$ cat src/rtl/wb_pkg.sv
// Shared constants and the queue entry type for the write-back queue.
package wb_pkg;

   localparam int REG_ADDR_W = 5;
   localparam int DATA_W     = 64;
   localparam logic [REG_ADDR_W-1:0] XZR = 5'd31;

   // One pending register-file write.
   typedef struct packed {
      logic [REG_ADDR_W-1:0] rw;
      logic [DATA_W-1:0]     data;
   } wb_entry_t;

endpackage

$ cat src/rtl/wbq_match.sv
// One forwarding lookup: finds the youngest pending write to addr_i among the
// queue entries (walked oldest to youngest from head_i) and the output
// register, which has the lowest priority. Address 31 never matches.
module wbq_match
   import wb_pkg::*;
#(
   parameter int DEPTH = 4
) (
   input  logic [REG_ADDR_W-1:0]    addr_i,
   input  wb_entry_t                entries_i [DEPTH],
   input  logic [DEPTH-1:0]         valid_i,
   input  logic [$clog2(DEPTH)-1:0] head_i,
   input  logic                     out_vld_i,
   input  wb_entry_t                out_i,
   output logic                     hit_o,
   output logic [DATA_W-1:0]        data_o
);

   localparam int PTR_W = $clog2(DEPTH);

   logic [PTR_W-1:0] idx;

   // Later (younger) matches override earlier ones; output register goes first.
   always_comb begin
      hit_o  = 1'b0;
      data_o = '0;
      idx    = '0;
      if (addr_i != XZR) begin
         if (out_vld_i && (out_i.rw == addr_i)) begin
            hit_o  = 1'b1;
            data_o = out_i.data;
         end
         for (int k = 0; k < DEPTH; k++) begin
            idx = head_i + PTR_W'(k);
            if (valid_i[idx] && (entries_i[idx].rw == addr_i)) begin
               hit_o  = 1'b1;
               data_o = entries_i[idx].data;
            end
         end
      end
   end

endmodule

$ cat src/rtl/writeback_queue.sv
// Write-back queue in front of the register file write port.
// In-order circular FIFO accepting writes over valid/ready and draining one
// entry per cycle into a registered RW/BusW/RegWr output.
// Handshake: a request transfers on a rising edge when InValid & InReady;
// InReady depends only on Count. Writes to register 31 are accepted and dropped.
// Optional feature macro WBQ_BYPASS_EN enables RA/RB forwarding; without it
// HitA/HitB/FwdA/FwdB are tied to 0.
module writeback_queue
   import wb_pkg::*;
#(
   parameter int DEPTH = 4
) (
   input  logic                         Clk,
   input  logic                         Reset,
   input  logic                         InValid,
   output logic                         InReady,
   input  logic [REG_ADDR_W-1:0]        InRW,
   input  logic [DATA_W-1:0]            InData,
   input  logic                         Hold,
   output logic [REG_ADDR_W-1:0]        RW,
   output logic [DATA_W-1:0]            BusW,
   output logic                         RegWr,
   input  logic [REG_ADDR_W-1:0]        RA,
   input  logic [REG_ADDR_W-1:0]        RB,
   output logic                         HitA,
   output logic                         HitB,
   output logic [DATA_W-1:0]            FwdA,
   output logic [DATA_W-1:0]            FwdB,
   output logic [$clog2(DEPTH+1)-1:0]   Count,
   output logic                         Empty
);

   localparam int PTR_W = $clog2(DEPTH);
   localparam int CNT_W = $clog2(DEPTH+1);

   wb_entry_t             entries_q [DEPTH];
   logic [PTR_W-1:0]      head_q, head_d, tail_q, tail_d;
   logic [CNT_W-1:0]      count_q, count_d;
   logic [REG_ADDR_W-1:0] rw_q, rw_d;
   logic [DATA_W-1:0]     busw_q, busw_d;
   logic                  regwr_q, regwr_d;
   logic                  push, pop;

   assign InReady = (count_q != CNT_W'(DEPTH));
   assign push    = InValid & InReady & (InRW != XZR);
   // Uses the registered count, so an entry pushed into an empty queue waits a cycle.
   assign pop     = (count_q != '0) & ~Hold;

   // Next-state for pointers, occupancy and the drain output register.
   always_comb begin
      head_d  = head_q;
      tail_d  = tail_q;
      count_d = count_q;
      rw_d    = rw_q;
      busw_d  = busw_q;
      regwr_d = 1'b0;
      if (push) tail_d = tail_q + 1'b1;
      if (pop) begin
         head_d  = head_q + 1'b1;
         rw_d    = entries_q[head_q].rw;
         busw_d  = entries_q[head_q].data;
         regwr_d = 1'b1;
      end
      case ({push, pop})
         2'b10:   count_d = count_q + 1'b1;
         2'b01:   count_d = count_q - 1'b1;
         default: count_d = count_q;
      endcase
   end

   // Control state and output register; reset cancels any write in flight.
   always_ff @(posedge Clk or posedge Reset) begin
      if (Reset) begin
         head_q  <= '0;
         tail_q  <= '0;
         count_q <= '0;
         rw_q    <= XZR;
         busw_q  <= '0;
         regwr_q <= 1'b0;
      end else begin
         head_q  <= head_d;
         tail_q  <= tail_d;
         count_q <= count_d;
         rw_q    <= rw_d;
         busw_q  <= busw_d;
         regwr_q <= regwr_d;
      end
   end

   // Entry storage; contents of unoccupied slots are never observed.
   always_ff @(posedge Clk) begin
      if (push) entries_q[tail_q] <= {InRW, InData};
   end

   assign RW    = rw_q;
   assign BusW  = busw_q;
   assign RegWr = regwr_q;
   assign Count = count_q;
   assign Empty = (count_q == '0) & ~regwr_q;

`ifdef WBQ_BYPASS_EN
   logic [DEPTH-1:0] valid_mask;
   logic [PTR_W-1:0] off;
   wb_entry_t        out_ent;

   assign out_ent = {rw_q, busw_q};

   // Slot i is occupied when its distance from head is below the count.
   always_comb begin
      valid_mask = '0;
      off        = '0;
      for (int i = 0; i < DEPTH; i++) begin
         off           = PTR_W'(i) - head_q;
         valid_mask[i] = (CNT_W'(off) < count_q);
      end
   end

   wbq_match #(.DEPTH(DEPTH)) u_match_a (
      .addr_i    (RA),
      .entries_i (entries_q),
      .valid_i   (valid_mask),
      .head_i    (head_q),
      .out_vld_i (regwr_q),
      .out_i     (out_ent),
      .hit_o     (HitA),
      .data_o    (FwdA)
   );

   wbq_match #(.DEPTH(DEPTH)) u_match_b (
      .addr_i    (RB),
      .entries_i (entries_q),
      .valid_i   (valid_mask),
      .head_i    (head_q),
      .out_vld_i (regwr_q),
      .out_i     (out_ent),
      .hit_o     (HitB),
      .data_o    (FwdB)
   );
`else
   logic unused_read_addr;
   assign unused_read_addr = ^{RA, RB};
   assign HitA = 1'b0;
   assign HitB = 1'b0;
   assign FwdA = '0;
   assign FwdB = '0;
`endif

endmodule

$ cat config.mk
export PLATFORM = sky130hd
export DESIGN_NAME = writeback_queue
export DESIGN_NICKNAME = d
export VERILOG_FILES = /design/src/rtl/wb_pkg.sv /design/src/rtl/wbq_match.sv /design/src/rtl/writeback_queue.sv
export SDC_FILE = /design/constraint.sdc
export NUM_CORES = 1
export LEC_CHECK = 0
export CORE_ASPECT_RATIO = 1.1
export CORE_UTILIZATION = 55
export CTS_BUF_LIST = sky130_fd_sc_hd__clkbuf_16
export CTS_CLUSTER_SIZE = 24
export DETAILED_ROUTE_END_ITERATION = 12
export PLACE_DENSITY = 0.85
export SKIP_CTS_REPAIR_TIMING = 1
export SLEW_MARGIN = 10
export SYNTH_ARGS = -nofsm -noshare
export SYNTH_HDL_FRONTEND = slang
export SYNTH_HIERARCHICAL = 1
export SYNTH_SLANG_ARGS = --single-unit
$ cat constraint.sdc
create_clock -name Clk -period 5.35 [get_ports Clk]
set_input_delay 0.8025 -clock Clk [delete_from_list [all_inputs] [get_ports Clk]]
set_output_delay 0.8025 -clock Clk [all_outputs]
set_load 0.01 [all_outputs]
==> results.cfg <==
[run_status]
outcome = finished clean

[power]
p_leak_nw = 5.88
peakVddDrop_uv = 373
power-per-cell-area_nw_per_um2 = 554

[timing]
layout_min_cycle_time_ns = 2.79
clock_skew_ns = 0.0187
finalCritPeriodShare_pct = 52.2
tns_ns = 0
maxSlewViolCount = 0
rsz0062_at_grt = no
maxClockFrequency_ghz = 0.358
worst_pin_slew_ns = 1.12
worst_slew_margin_rel_pct = 25.5
total_setup_violations_reported_at_the_end_of_the_flow = 0
report.final.hold_viol_count = 0

[global_route]
grt_util_all_layers_pct = 19.4
global_route_wire_length_before_repair_um = 37500
grt_antenna_before_repair = 2
first_global_vias = 6610
grt_start_max_net_pins = 71
globalRouteOverflowTotal = 0

[cts]
numCtsBuffers = 35
cts-htree-levels = 2
clockRootBuffer = sky130_fd_sc_hd__clkbuf_16
clk_transition_reported_paths_ns = 0.06
cts.sink_count = 353
cts.path.max_buffers = 3
tritoncts_clock_tree = yes
worst_skew_pair_latency_ns = 0.51

[setup_path]
worst-path-max-fanout = 61
cp_slowest_cell = sky130_fd_sc_hd__and2_4
cpPeakStageDelay_ns = 0.84
critPathCaptureType = flip-flop
worstSetupStartpointType = input port
crit_type = input port to flip-flop
worstPathRequired_ns = 5.56
r2r-start = head_q[0]
cp-startpoint = InRW[4]
crit_chain = clkdlybuf4s50_1 > nand2_1 > o211a_2 > and2_4 > buf_4
worst-r2r-setup-slack_ns = 2.87
worst-path-buf-inv = 2
cp_data_arrival_time_ns = 3.00
worst_path_dominant_cell_family = simple AND/OR/NAND/NOR gates

[route]
ant_nets = 0
routed_wirelength_um = 24700
wire_per_inst_um = 20.9
topRoutingLayerUsed = met5
routed_wire_length_on_met2_um = 13100
drc_errors = 0
detailedRoute.firstIterationViolations = 273
drt-met1-wl_um = 9630
vias_per_cell = 5.30
drt_pre_antenna_iters = 4
met3_length_um = 1290
via_count = 6257

[placed_design]
place.port_buffers = 147
hpwl_after_detailed_placement_um = 14100
place.gp.congestion = 0.678

[layout]
area_growth_syn_to_layout_pct = 16.9
fraction_of_final_layout_cells_with_drive_strength_greater_than_1_pct = 24.0
antenna-diode-count = 0
fin_util_pct = 66.2
design.final.nets = 934

[floorplanning]
die_area_um2 = 26100
i_o_pins = 288
initial_core_util_pct = 56.7
fp.dieW_um = 154
core_area_um2 = 24700
die-height_um = 169
num_rows = 60

[logic_synthesis]
cell_area_after_technology_mapping_um2 = 14000
synth_warnings = 6
synth_area_leader_cell = sky130_fd_sc_hd__edfxtp_1
area_share_of_the_largest_cell_type_after_synthesis_pct = 59.2
synth_sequential_area_ratio_pct = 73.0
register_bit_count_reported_by_yosys = 353
netlist_top_cells_area = sky130_fd_sc_hd__edfxtp_1, sky130_fd_sc_hd__dfrtp_1, sky130_fd_sc_hd__mux4_2, sky130_fd_sc_hd__buf_4, sky130_fd_sc_hd__mux2_2
netlist_instances = 679
ys_types = 28
post_synth.cell_area_avg_um2 = 20.6

[hold_path]
timing.hold.worst.class = flip-flop to flip-flop
min_from = BusW[11]

[run]
drv.max_cap_violation_count = 0
==> layout by cell type, fill, tap and decap left out, types with 2 or more instances in the layout <==
| master | n |
|---|---|
| sky130_fd_sc_hd__clkinv_2 | 7 |
| sky130_fd_sc_hd__clkinv_1 | 4 |
| sky130_fd_sc_hd__dfrtp_4 | 2 |
| sky130_fd_sc_hd__edfxtp_1 | 276 |
| sky130_fd_sc_hd__inv_1 | 13 |
| sky130_fd_sc_hd__xor2_1 | 4 |
| sky130_fd_sc_hd__mux2_2 | 69 |
| sky130_fd_sc_hd__inv_6 | 3 |
| sky130_fd_sc_hd__bufinv_16 | 4 |
| sky130_fd_sc_hd__clkdlybuf4s50_1 | 147 |
| sky130_fd_sc_hd__dfrtp_1 | 70 |
| sky130_fd_sc_hd__buf_4 | 6 |
| sky130_fd_sc_hd__dfstp_2 | 5 |
| sky130_fd_sc_hd__and2_4 | 4 |
| sky130_fd_sc_hd__mux4_2 | 68 |
| sky130_fd_sc_hd__clkinvlp_4 | 2 |
| sky130_fd_sc_hd__conb_1 | 130 |
| sky130_fd_sc_hd__ha_1 | 5 |
| sky130_fd_sc_hd__clkbuf_16 | 35 |
| sky130_fd_sc_hd__xnor2_1 | 2 |
==> power by group <==
part	switching, mW	total [mW]	internal, mW
sequential	0.482	4.23	3.75
combinational	1.01	2.44	1.43
clock	0.993	2.39	1.39
total	2.49	9.06	6.58
==> cells in the mapped netlist (all sizes together) <==
cell / instances
and2: 4
buf: 146
clkbuf: 7
conb: 1
dfrtp: 72
dfstp: 5
edfxtp: 276
fa: 1
ha: 5
inv: 7
mux2: 70
mux2i: 1
mux4: 69
nand2: 1
nand3: 1
nor2: 2
nor3: 1
nor3b: 1
nor4: 1
o211a: 1
or3b: 1
xnor2: 2
xor2: 4
==> registers in the layout (all words and copies together) (netlist names) <==
register   cells
head_q         2
Count          3
BusW          64
entries_q    276
RW             5
RegWr          1
tail_q         2
==> cell families after synthesis <==
logic type | count (synthesis) | synth area share, %
xor+xnor | 6 | 0.375
simple gates | 12 | 0.510
other cells | 1 | 0.0268
mux | 140 | 16.8
compound gates | 1 | 0.0715
flops | 353 | 73.0
fa+ha+maj | 6 | 0.590
buf+inv | 160 | 8.56
==> layout make-up <==
| cell class | instances | area [µm²] |
|---|---|---|
| fillers | 1579 | 8340 |
| well taps | 310 | 388 |
| clock inverters | 28 | 246 |
| inverters | 7 | 28.8 |
| repair buffers | 153 | 1520 |
| clock buffers | 35 | 876 |
| flip-flops and latches | 353 | 10200 |
| multi-input cells | 295 | 3080 |
==> metal layers <==
| layer | up-vias | track usage [%] |
|---|---|---|
| met5 | - | 0 |
| li1 | 2704 | - |
| met4 | 4 | 6.70 |
| met3 | 44 | 4.06 |
| met1 | 3253 | 23.7 |
| met2 | 252 | 34.5 |
==> per-stage QoR <==
step	hold WS [ns]	std cells	power, mW	setup WS [ns]	instance area, µm²
3_3_place_gp	0.488	1118	6.68	2.00	15200
3_5_place_dp	0.495	1118	6.78	1.98	15200
5_1_grt	0.524	1181	9.48	2.47	16400
6_report	0.504	1181	9.06	2.56	16400
4_1_cts	0.509	1181	9.20	2.52	16400
2_1_floorplan	0.512	808	5.79	2.17	14500
==> path summary, 6_finish.rpt <==
check | to | depth (start not counted)
worst max-delay path | entries_q[2][26] | 5
worst min-delay path | BusW[11] | 1
worst min register to register | BusW[11] | 1
max in group asynchronous | BusW[8] | 3
min in group asynchronous | BusW[41] | 2
worst max register to register | BusW[13] | 3
Note: power is estimated with default switching activity, not from simulation.
